==> config.mk <==
export PLATFORM = sky130hd
export DESIGN_NAME = usb_tx_pkt_ctrl_flat
export DESIGN_NICKNAME = d
export VERILOG_FILES = /design/src/rtl/usb_tx_pkg.sv /design/src/rtl/usb_tx_pkt_ctrl_if.sv /design/src/rtl/usb_tx_pkt_ctrl.sv /design/src/flat_wrapper.sv
export SDC_FILE = /design/constraint.sdc
export NUM_CORES = 1
export LEC_CHECK = 0
export BUFFER_PORTS_ARGS = -buffer_cell sky130_fd_sc_hd__buf_4
export CORE_ASPECT_RATIO = 1.4
export CORE_MARGIN = 2
export CORE_UTILIZATION = 25
export CTS_CLUSTER_SIZE = 8
export DETAILED_ROUTE_END_ITERATION = 10
export GPL_TIMING_DRIVEN = 0
export MAX_ROUTING_LAYER = met4
export PLACE_DENSITY_LB_ADDON = 0.08
export SLEW_MARGIN = 20
export SYNTH_ARGS = -nofsm -noshare
export SYNTH_HDL_FRONTEND = slang
export SYNTH_SLANG_ARGS = --single-unit
export TNS_END_PERCENT = 10
==> constraint.sdc <==
create_clock -name clk -period 2.76 [get_ports clk]
set_input_delay 0 -clock clk [delete_from_list [all_inputs] [get_ports clk]]
set_output_delay 0 -clock clk [all_outputs]
set_load 0.05 [all_outputs]
==> src/rtl/usb_tx_pkg.sv <==
// Shared types and constants for the USB low/full-speed transmit packet path.
package usb_tx_pkg;

  typedef enum logic [2:0] {
    IDLE = 3'd0,
    SYNC = 3'd1,
    PID  = 3'd2,
    DATA = 3'd3,
    CRC  = 3'd4,
    EOP  = 3'd5,
    DONE = 3'd6
  } tx_state_t;

  localparam logic [7:0]  SYNC_BYTE_DEF = 8'h80;

  localparam logic [3:0]  PID_ACK   = 4'b0010;
  localparam logic [3:0]  PID_NAK   = 4'b1010;
  localparam logic [3:0]  PID_DATA0 = 4'b0011;
  localparam logic [3:0]  PID_DATA1 = 4'b1011;

  localparam logic [15:0] CRC16_INIT = 16'hFFFF;

  // The PID goes on the wire with its own complement in the upper nibble.
  function automatic logic [7:0] pid_byte(input logic [3:0] pid);
    return {~pid, pid};
  endfunction

endpackage

==> src/rtl/usb_tx_pkt_ctrl_if.sv <==
// Signal bundle between the packet controller, its byte source, the CRC16 register and the encoder.
interface usb_tx_pkt_ctrl_if;

  logic        tx_start;
  logic [3:0]  tx_pid;
  logic        tx_has_data;
  logic        tx_zlp;
  logic [7:0]  data_byte;
  logic        data_valid;
  logic        data_last;
  logic        data_ready;
  logic        bit_strobe;
  logic        tx_hold;
  logic [15:0] crc_16;
  logic        crc_clear;
  logic        crc_enable;
  logic        tx_out_bit;
  logic        tx_active;
  logic        eop_req;
  logic        tx_done;
  logic        tx_underrun;

  modport master (
    input  tx_start, tx_pid, tx_has_data, tx_zlp,
    input  data_byte, data_valid, data_last,
    input  bit_strobe, tx_hold, crc_16,
    output data_ready, crc_clear, crc_enable, tx_out_bit,
    output tx_active, eop_req, tx_done, tx_underrun
  );

  modport slave (
    output tx_start, tx_pid, tx_has_data, tx_zlp,
    output data_byte, data_valid, data_last,
    output bit_strobe, tx_hold, crc_16,
    input  data_ready, crc_clear, crc_enable, tx_out_bit,
    input  tx_active, eop_req, tx_done, tx_underrun
  );

endinterface

==> src/rtl/usb_tx_pkt_ctrl.sv <==
// Bit-level sequencer for one USB transmit packet: SYNC, PID, payload, CRC16, EOP.
module usb_tx_pkt_ctrl
  import usb_tx_pkg::*;
#(
  parameter logic [7:0]  SYNC_BYTE = SYNC_BYTE_DEF,
  parameter int unsigned EOP_BITS  = 3
)
(
  input  logic              clk,
  input  logic              n_rst,
  usb_tx_pkt_ctrl_if.master bus
);

  localparam logic [3:0] EOP_LAST = 4'(EOP_BITS - 1);

  tx_state_t   state, next_state;
  logic [7:0]  shreg, shreg_n;
  logic [3:0]  cnt, cnt_n;
  logic [3:0]  pid_q, pid_n;
  logic        has_data_q, has_data_n;
  logic        zlp_q, zlp_n;
  logic        last_q, last_n;
  logic        underrun_q, underrun_n;

  logic        advance;
  logic        byte_end;
  logic        need_byte;
  logic        data_ready_c;
  logic        crc_clear_c;
  logic        crc_enable_c;
  logic        out_bit_c;
  logic        eop_req_c;
  logic        tx_done_c;
  logic        tx_underrun_c;

  assign advance  = bus.bit_strobe && !bus.tx_hold;
  assign byte_end = advance && (cnt[2:0] == 3'd7);

  always_ff @(posedge clk or negedge n_rst) begin
    if (!n_rst) begin
      state      <= IDLE;
      shreg      <= 8'h00;
      cnt        <= 4'd0;
      pid_q      <= 4'd0;
      has_data_q <= 1'b0;
      zlp_q      <= 1'b0;
      last_q     <= 1'b0;
      underrun_q <= 1'b0;
    end else begin
      state      <= next_state;
      shreg      <= shreg_n;
      cnt        <= cnt_n;
      pid_q      <= pid_n;
      has_data_q <= has_data_n;
      zlp_q      <= zlp_n;
      last_q     <= last_n;
      underrun_q <= underrun_n;
    end
  end

  always_comb begin
    next_state    = state;
    shreg_n       = shreg;
    cnt_n         = cnt;
    pid_n         = pid_q;
    has_data_n    = has_data_q;
    zlp_n         = zlp_q;
    last_n        = last_q;
    underrun_n    = underrun_q;
    need_byte     = 1'b0;
    data_ready_c  = 1'b0;
    crc_clear_c   = 1'b0;
    crc_enable_c  = 1'b0;
    out_bit_c     = 1'b1;
    eop_req_c     = 1'b0;
    tx_done_c     = 1'b0;
    tx_underrun_c = 1'b0;

    case (state)
      IDLE: begin
        if (bus.tx_start) begin
          crc_clear_c = 1'b1;
          pid_n       = bus.tx_pid;
          has_data_n  = bus.tx_has_data;
          zlp_n       = bus.tx_zlp;
          last_n      = 1'b0;
          underrun_n  = 1'b0;
          shreg_n     = SYNC_BYTE;
          cnt_n       = 4'd0;
          next_state  = SYNC;
        end
      end

      SYNC: begin
        out_bit_c = shreg[0];
        if (advance) begin
          shreg_n = {1'b0, shreg[7:1]};
          cnt_n   = cnt + 4'd1;
        end
        if (byte_end) begin
          shreg_n    = pid_byte(pid_q);
          cnt_n      = 4'd0;
          next_state = PID;
        end
      end

      PID: begin
        out_bit_c = shreg[0];
        if (advance) begin
          shreg_n = {1'b0, shreg[7:1]};
          cnt_n   = cnt + 4'd1;
        end
        if (byte_end) begin
          cnt_n = 4'd0;
          if (!has_data_q) begin
            next_state = EOP;
          end else if (zlp_q) begin
            next_state = CRC;
          end else begin
            need_byte = 1'b1;
          end
        end
      end

      // Only payload bits are folded into the CRC register.
      DATA: begin
        crc_enable_c = 1'b1;
        out_bit_c    = shreg[0];
        if (advance) begin
          shreg_n = {1'b0, shreg[7:1]};
          cnt_n   = cnt + 4'd1;
        end
        if (byte_end) begin
          cnt_n = 4'd0;
          if (last_q) begin
            next_state = CRC;
          end else begin
            need_byte = 1'b1;
          end
        end
      end

      // CRC register is frozen here; its complement goes out MSB first.
      CRC: begin
        out_bit_c = ~bus.crc_16[4'd15 - cnt];
        if (advance) begin
          cnt_n = cnt + 4'd1;
          if (cnt == 4'd15) begin
            cnt_n      = 4'd0;
            next_state = EOP;
          end
        end
      end

      // The encoder never stuffs during SE0, so EOP counts raw strobes.
      EOP: begin
        eop_req_c = 1'b1;
        if (bus.bit_strobe) begin
          cnt_n = cnt + 4'd1;
          if (cnt == EOP_LAST) begin
            cnt_n      = 4'd0;
            next_state = DONE;
          end
        end
      end

      DONE: begin
        tx_done_c  = !underrun_q;
        next_state = IDLE;
      end

      default: begin
        next_state = IDLE;
      end
    endcase

    // A starved byte boundary aborts straight to EOP, leaving the packet corrupt.
    if (need_byte) begin
      data_ready_c = 1'b1;
      if (bus.data_valid) begin
        shreg_n    = bus.data_byte;
        last_n     = bus.data_last;
        next_state = DATA;
      end else begin
        tx_underrun_c = 1'b1;
        underrun_n    = 1'b1;
        next_state    = EOP;
      end
    end
  end

  assign bus.data_ready  = data_ready_c;
  assign bus.crc_clear   = crc_clear_c;
  assign bus.crc_enable  = crc_enable_c;
  assign bus.tx_out_bit  = out_bit_c;
  assign bus.eop_req     = eop_req_c;
  assign bus.tx_done     = tx_done_c;
  assign bus.tx_underrun = tx_underrun_c;
  assign bus.tx_active   = (state == SYNC) || (state == PID) || (state == DATA) ||
                           (state == CRC)  || (state == EOP);

endmodule

==> src/flat_wrapper.sv <==
// flat-port wrapper written by rule: the top's interface ports become plain ports
module usb_tx_pkt_ctrl_flat import usb_tx_pkg::*;
#(
  parameter logic [7:0]  SYNC_BYTE = SYNC_BYTE_DEF,
  parameter int unsigned EOP_BITS  = 3
)
  (clk, n_rst, bus_tx_start, bus_tx_pid, bus_tx_has_data, bus_tx_zlp, bus_data_byte, bus_data_valid, bus_data_last, bus_bit_strobe, bus_tx_hold, bus_crc_16, bus_data_ready, bus_crc_clear, bus_crc_enable, bus_tx_out_bit, bus_tx_active, bus_eop_req, bus_tx_done, bus_tx_underrun);
  usb_tx_pkt_ctrl_if bus_i ();
  input  logic clk;
  input  logic n_rst;
  input wire logic [$bits(bus_i.tx_start)-1:0] bus_tx_start;
  input wire logic [$bits(bus_i.tx_pid)-1:0] bus_tx_pid;
  input wire logic [$bits(bus_i.tx_has_data)-1:0] bus_tx_has_data;
  input wire logic [$bits(bus_i.tx_zlp)-1:0] bus_tx_zlp;
  input wire logic [$bits(bus_i.data_byte)-1:0] bus_data_byte;
  input wire logic [$bits(bus_i.data_valid)-1:0] bus_data_valid;
  input wire logic [$bits(bus_i.data_last)-1:0] bus_data_last;
  input wire logic [$bits(bus_i.bit_strobe)-1:0] bus_bit_strobe;
  input wire logic [$bits(bus_i.tx_hold)-1:0] bus_tx_hold;
  input wire logic [$bits(bus_i.crc_16)-1:0] bus_crc_16;
  output wire logic [$bits(bus_i.data_ready)-1:0] bus_data_ready;
  output wire logic [$bits(bus_i.crc_clear)-1:0] bus_crc_clear;
  output wire logic [$bits(bus_i.crc_enable)-1:0] bus_crc_enable;
  output wire logic [$bits(bus_i.tx_out_bit)-1:0] bus_tx_out_bit;
  output wire logic [$bits(bus_i.tx_active)-1:0] bus_tx_active;
  output wire logic [$bits(bus_i.eop_req)-1:0] bus_eop_req;
  output wire logic [$bits(bus_i.tx_done)-1:0] bus_tx_done;
  output wire logic [$bits(bus_i.tx_underrun)-1:0] bus_tx_underrun;
  assign bus_i.tx_start = bus_tx_start;
  assign bus_i.tx_pid = bus_tx_pid;
  assign bus_i.tx_has_data = bus_tx_has_data;
  assign bus_i.tx_zlp = bus_tx_zlp;
  assign bus_i.data_byte = bus_data_byte;
  assign bus_i.data_valid = bus_data_valid;
  assign bus_i.data_last = bus_data_last;
  assign bus_i.bit_strobe = bus_bit_strobe;
  assign bus_i.tx_hold = bus_tx_hold;
  assign bus_i.crc_16 = bus_crc_16;
  assign bus_data_ready = bus_i.data_ready;
  assign bus_crc_clear = bus_i.crc_clear;
  assign bus_crc_enable = bus_i.crc_enable;
  assign bus_tx_out_bit = bus_i.tx_out_bit;
  assign bus_tx_active = bus_i.tx_active;
  assign bus_eop_req = bus_i.eop_req;
  assign bus_tx_done = bus_i.tx_done;
  assign bus_tx_underrun = bus_i.tx_underrun;
  usb_tx_pkt_ctrl #(.SYNC_BYTE(SYNC_BYTE), .EOP_BITS(EOP_BITS)) u_core (.clk(clk), .n_rst(n_rst), .bus(bus_i));
endmodule
==> results.cfg <==
[outcome]
outcome = complete, but fails checks
violations = hold timing

[worst_setup_path]
endpoint_kind = flip-flop
cp_data_arrival_time_ps = 2760
cp_cell_sequence = ha_1, ha_1, and3b_2, a2111oi_0, or4_1, buf_2, o21a_1, or3_1
crit_required_ps = 2910
startpoint_type = flip-flop
crit_path_max_fanout = 8
critPathSlowestCell = or4_1
cp_common_cell = ha_1
critical_path_class = reg -> reg
critPathMaxStageDelay_ps = 510

[clock_network]
cts_root_buf = clkbuf_8
insertion_delay_ps = 270
cts_tree = yes
cts_made_buffers = 3
clock_sinks = 23
cts_setup_buffers = 0
path_clk_slew_ps = 90
cts_max_level = 1
cts_max_path_buffers = 2

[timing]
finalMaxSlewViolations = 0
fin_crit_ps = 2610
worst_pin_slew_ps = 605
post-route-period-util = 0.947
rsz0062_at_grt = no
fin_skew_ps = 3.76
holdWs_ps = -1.47
fin_tns_setup_ps = 0
setup_viol = 0
timing.fmax_ghz = 0.383
hold_viol_final = 1
slew_headroom = 0.596

[placement]
dpl_cell_area_mm2 = 0.00204
globalplace.congestion = 0.883
post-dp-hpwl_um = 3680
dp_cells = 281
portBuffers = 44

[synth]
yosysWarningCount = 0
synthAdderAreaFrac = 0.0463
synth_compound_area_frac = 0.212
async_flop_share = 1.00
synth_edf_count = 0
synth_flop_cell = dfrtp_1
ys_seq_area_frac = 0.355
synthCells = 165
synthMuxAreaShare = 0.133
yosysUniqueCellTypes = 50
synthXorXnorAreaFrac = 0.00540
synth_seq_cells = 23
synth_area_per_cell_um2 = 9.84
synth_area_mm2 = 0.00162
synth_top_family_by_area = compound AO/OA/AOI/OAI gates
synth_nets = 208
synth_simple_gate_area_frac = 0.190

[power_and_ir_drop]
powerDensity_mw_per_mm2 = 896
peakVddDrop_mv = 0.744
power_leakage_nw = 1.00

[detailed_routing]
met1Wirelength_um = 1960
remaining_drc_errors = 0
dr_wl_met2_um = 2530
drt_wl_total_um = 4720
drt.antenna.violating_nets = 0
wl_met3_um = 150
drt_iter0_markers = 44
via_per_inst = 5.12
top_layer = met4
route.vias.total = 1522
wire_per_inst_um = 15.9
dr.pass1.iters = 4

[layout]
final_cells = 297
num_antenna_cells = 0
syn2layout_area_growth_pct = 36.2
final_common_cell = buf_4
stdcell_area_mm2 = 0.00221
drive_above_1_share = 0.329
final_cell_mix = 44 x buf_4, 22 x dfrtp_1, 14 x o21ai_0, 13 x inv_1, 13 x nor2_1
nets = 269

[global_route]
grt_pass1_wl_um = 7910
grt_max_degree = 24
grt_pass1_vias = 1630
grt_use_total = 0.143
antenna_found_initial = 0
overflow = 0

[die]
core_area_mm2 = 0.00625
ios = 45
die_w_um = 72.1
start_util = 0.260
rows = 34
die_h_um = 99.3
die_area_mm2 = 0.00716

[hold_path]
hold_path.class = in -> reg

[flow_run]
maxCapViolCount = 0
==> area by class of cell <==
| class | count | area, um2 |
|---|---|---|
| Buffer | 8 | 46.3 |
| Clock buffer | 4 | 45.0 |
| Fill cell | 659 | 4040 |
| Inverter | 13 | 48.8 |
| Multi-Input combinational cell | 121 | 952 |
| Sequential cell | 23 | 577 |
| Tap cell | 72 | 90.1 |
| Timing Repair Buffer | 56 | 450 |
==> where the power goes <==
group | internal (mW) | total [mW] | switching (mW)
Combinational | 0.524 | 1.17 | 0.644
Clock | 0.103 | 0.222 | 0.118
Sequential | 0.448 | 0.589 | 0.141
Total | 1.08 | 1.98 | 0.904
==> critical path, delay by kind of cell (launching register included) <==
| kind | cells | cell delay (ps) |
|---|---|---|
| AO/OA/AOI/OAI | 2 | 300 |
| adder cells (fa/ha/maj) | 2 | 450 |
| buffers and inverters | 1 | 170 |
| flip-flops | 1 | 470 |
| AND/OR/NAND/NOR | 3 | 1090 |
==> cells by family (layout without fill, tap and decap cells) <==
family	after synthesis	after routing
flops	23	23
compound gates	50	50
simple gates	50	50
fa+ha+maj	6	6
mux	14	14
buf+inv	21	81
xor+xnor	1	1
==> Yosys cell counts, drive strengths merged (2+ instances only) <==
library cell	count	share of area
or2b	2	0.011
or4	2	0.010
mux4	5	0.072
o21a	2	0.0092
a21oi	3	0.0092
nor3b	2	0.016
o31ai	3	0.014
clkbuf	5	0.012
mux2	7	0.049
nand2b	4	0.017
nand2	8	0.019
o211ai	5	0.023
inv	13	0.030
dfrtp	23	0.35
buf	3	0.017
o22a	3	0.016
nand3b	3	0.016
ha	6	0.046
nor2	13	0.030
a31oi	4	0.015
nor4b	2	0.011
and2	2	0.0092
nand3	4	0.015
nor4	2	0.0077
a211o	3	0.016
a22oi	4	0.019
a2111oi	2	0.011
o21ai	14	0.043
mux2i	2	0.012
==> metrics by stage <==
| step | power (mW) | setup WS, ps | hold slack (ps) | util |
|---|---|---|---|---|
| after floorplan | 1.42 | 167 | -296 | - |
| after detailed placement | 1.76 | 82.9 | -68.9 | 0.327 |
| after global routing | 2.16 | 32.3 | 28.6 | 0.353 |
| after global placement | 1.75 | 97.6 | -75.2 | 0.327 |
| final | 1.98 | 147 | -1.47 | 0.353 |
| after CTS | 2.00 | 58.7 | 1.14 | 0.353 |
==> worst paths after layout <==
check / startpoint / endpoint / slack (ps) / cells past startpoint
hold reg to reg: u_core.zlp_q$_DFFE_PN0P_ / u_core.zlp_q$_DFFE_PN0P_ / 520 / 1
hold / removal: bus_data_byte[1] / u_core.shreg[1]$_DFF_PN0_ / -1 / 3
setup reg to reg: u_core.cnt[1]$_DFFE_PN0P_ / u_core.state[0]$_DFFE_PN0P_ / 150 / 8
min in group asynchronous: n_rst / u_core.shreg[5]$_DFF_PN0_ / 170 / 2
max in group asynchronous: n_rst / u_core.cnt[1]$_DFFE_PN0P_ / 2330 / 2
setup / recovery: u_core.cnt[1]$_DFFE_PN0P_ / u_core.state[0]$_DFFE_PN0P_ / 150 / 8
==> timing repair <==
action | in CTS | in global routing
resized for setup | 0 | 1
endpoints found under the hold margin | 34 | 0
setup endpoints to repair | 0 | 1
hold buffers | 12 | 0
==> per-layer routing <==
metal,vias up,GRT usage
li1,738,-
met1,750,0.167
met2,28,0.253
met3,6,0.0152
met4,0,0.0464
met5,-,-
==> sequential cells by signal, indices dropped and copies added, names as in the netlist <==
signal,cells
u_core.shreg,8
u_core.cnt,4
u_core.pid_q,4
u_core.state,3
u_core.has_data_q,1
u_core.last_q,1
u_core.underrun_q,1
u_core.zlp_q,1
(Power assumes the default switching activity.)
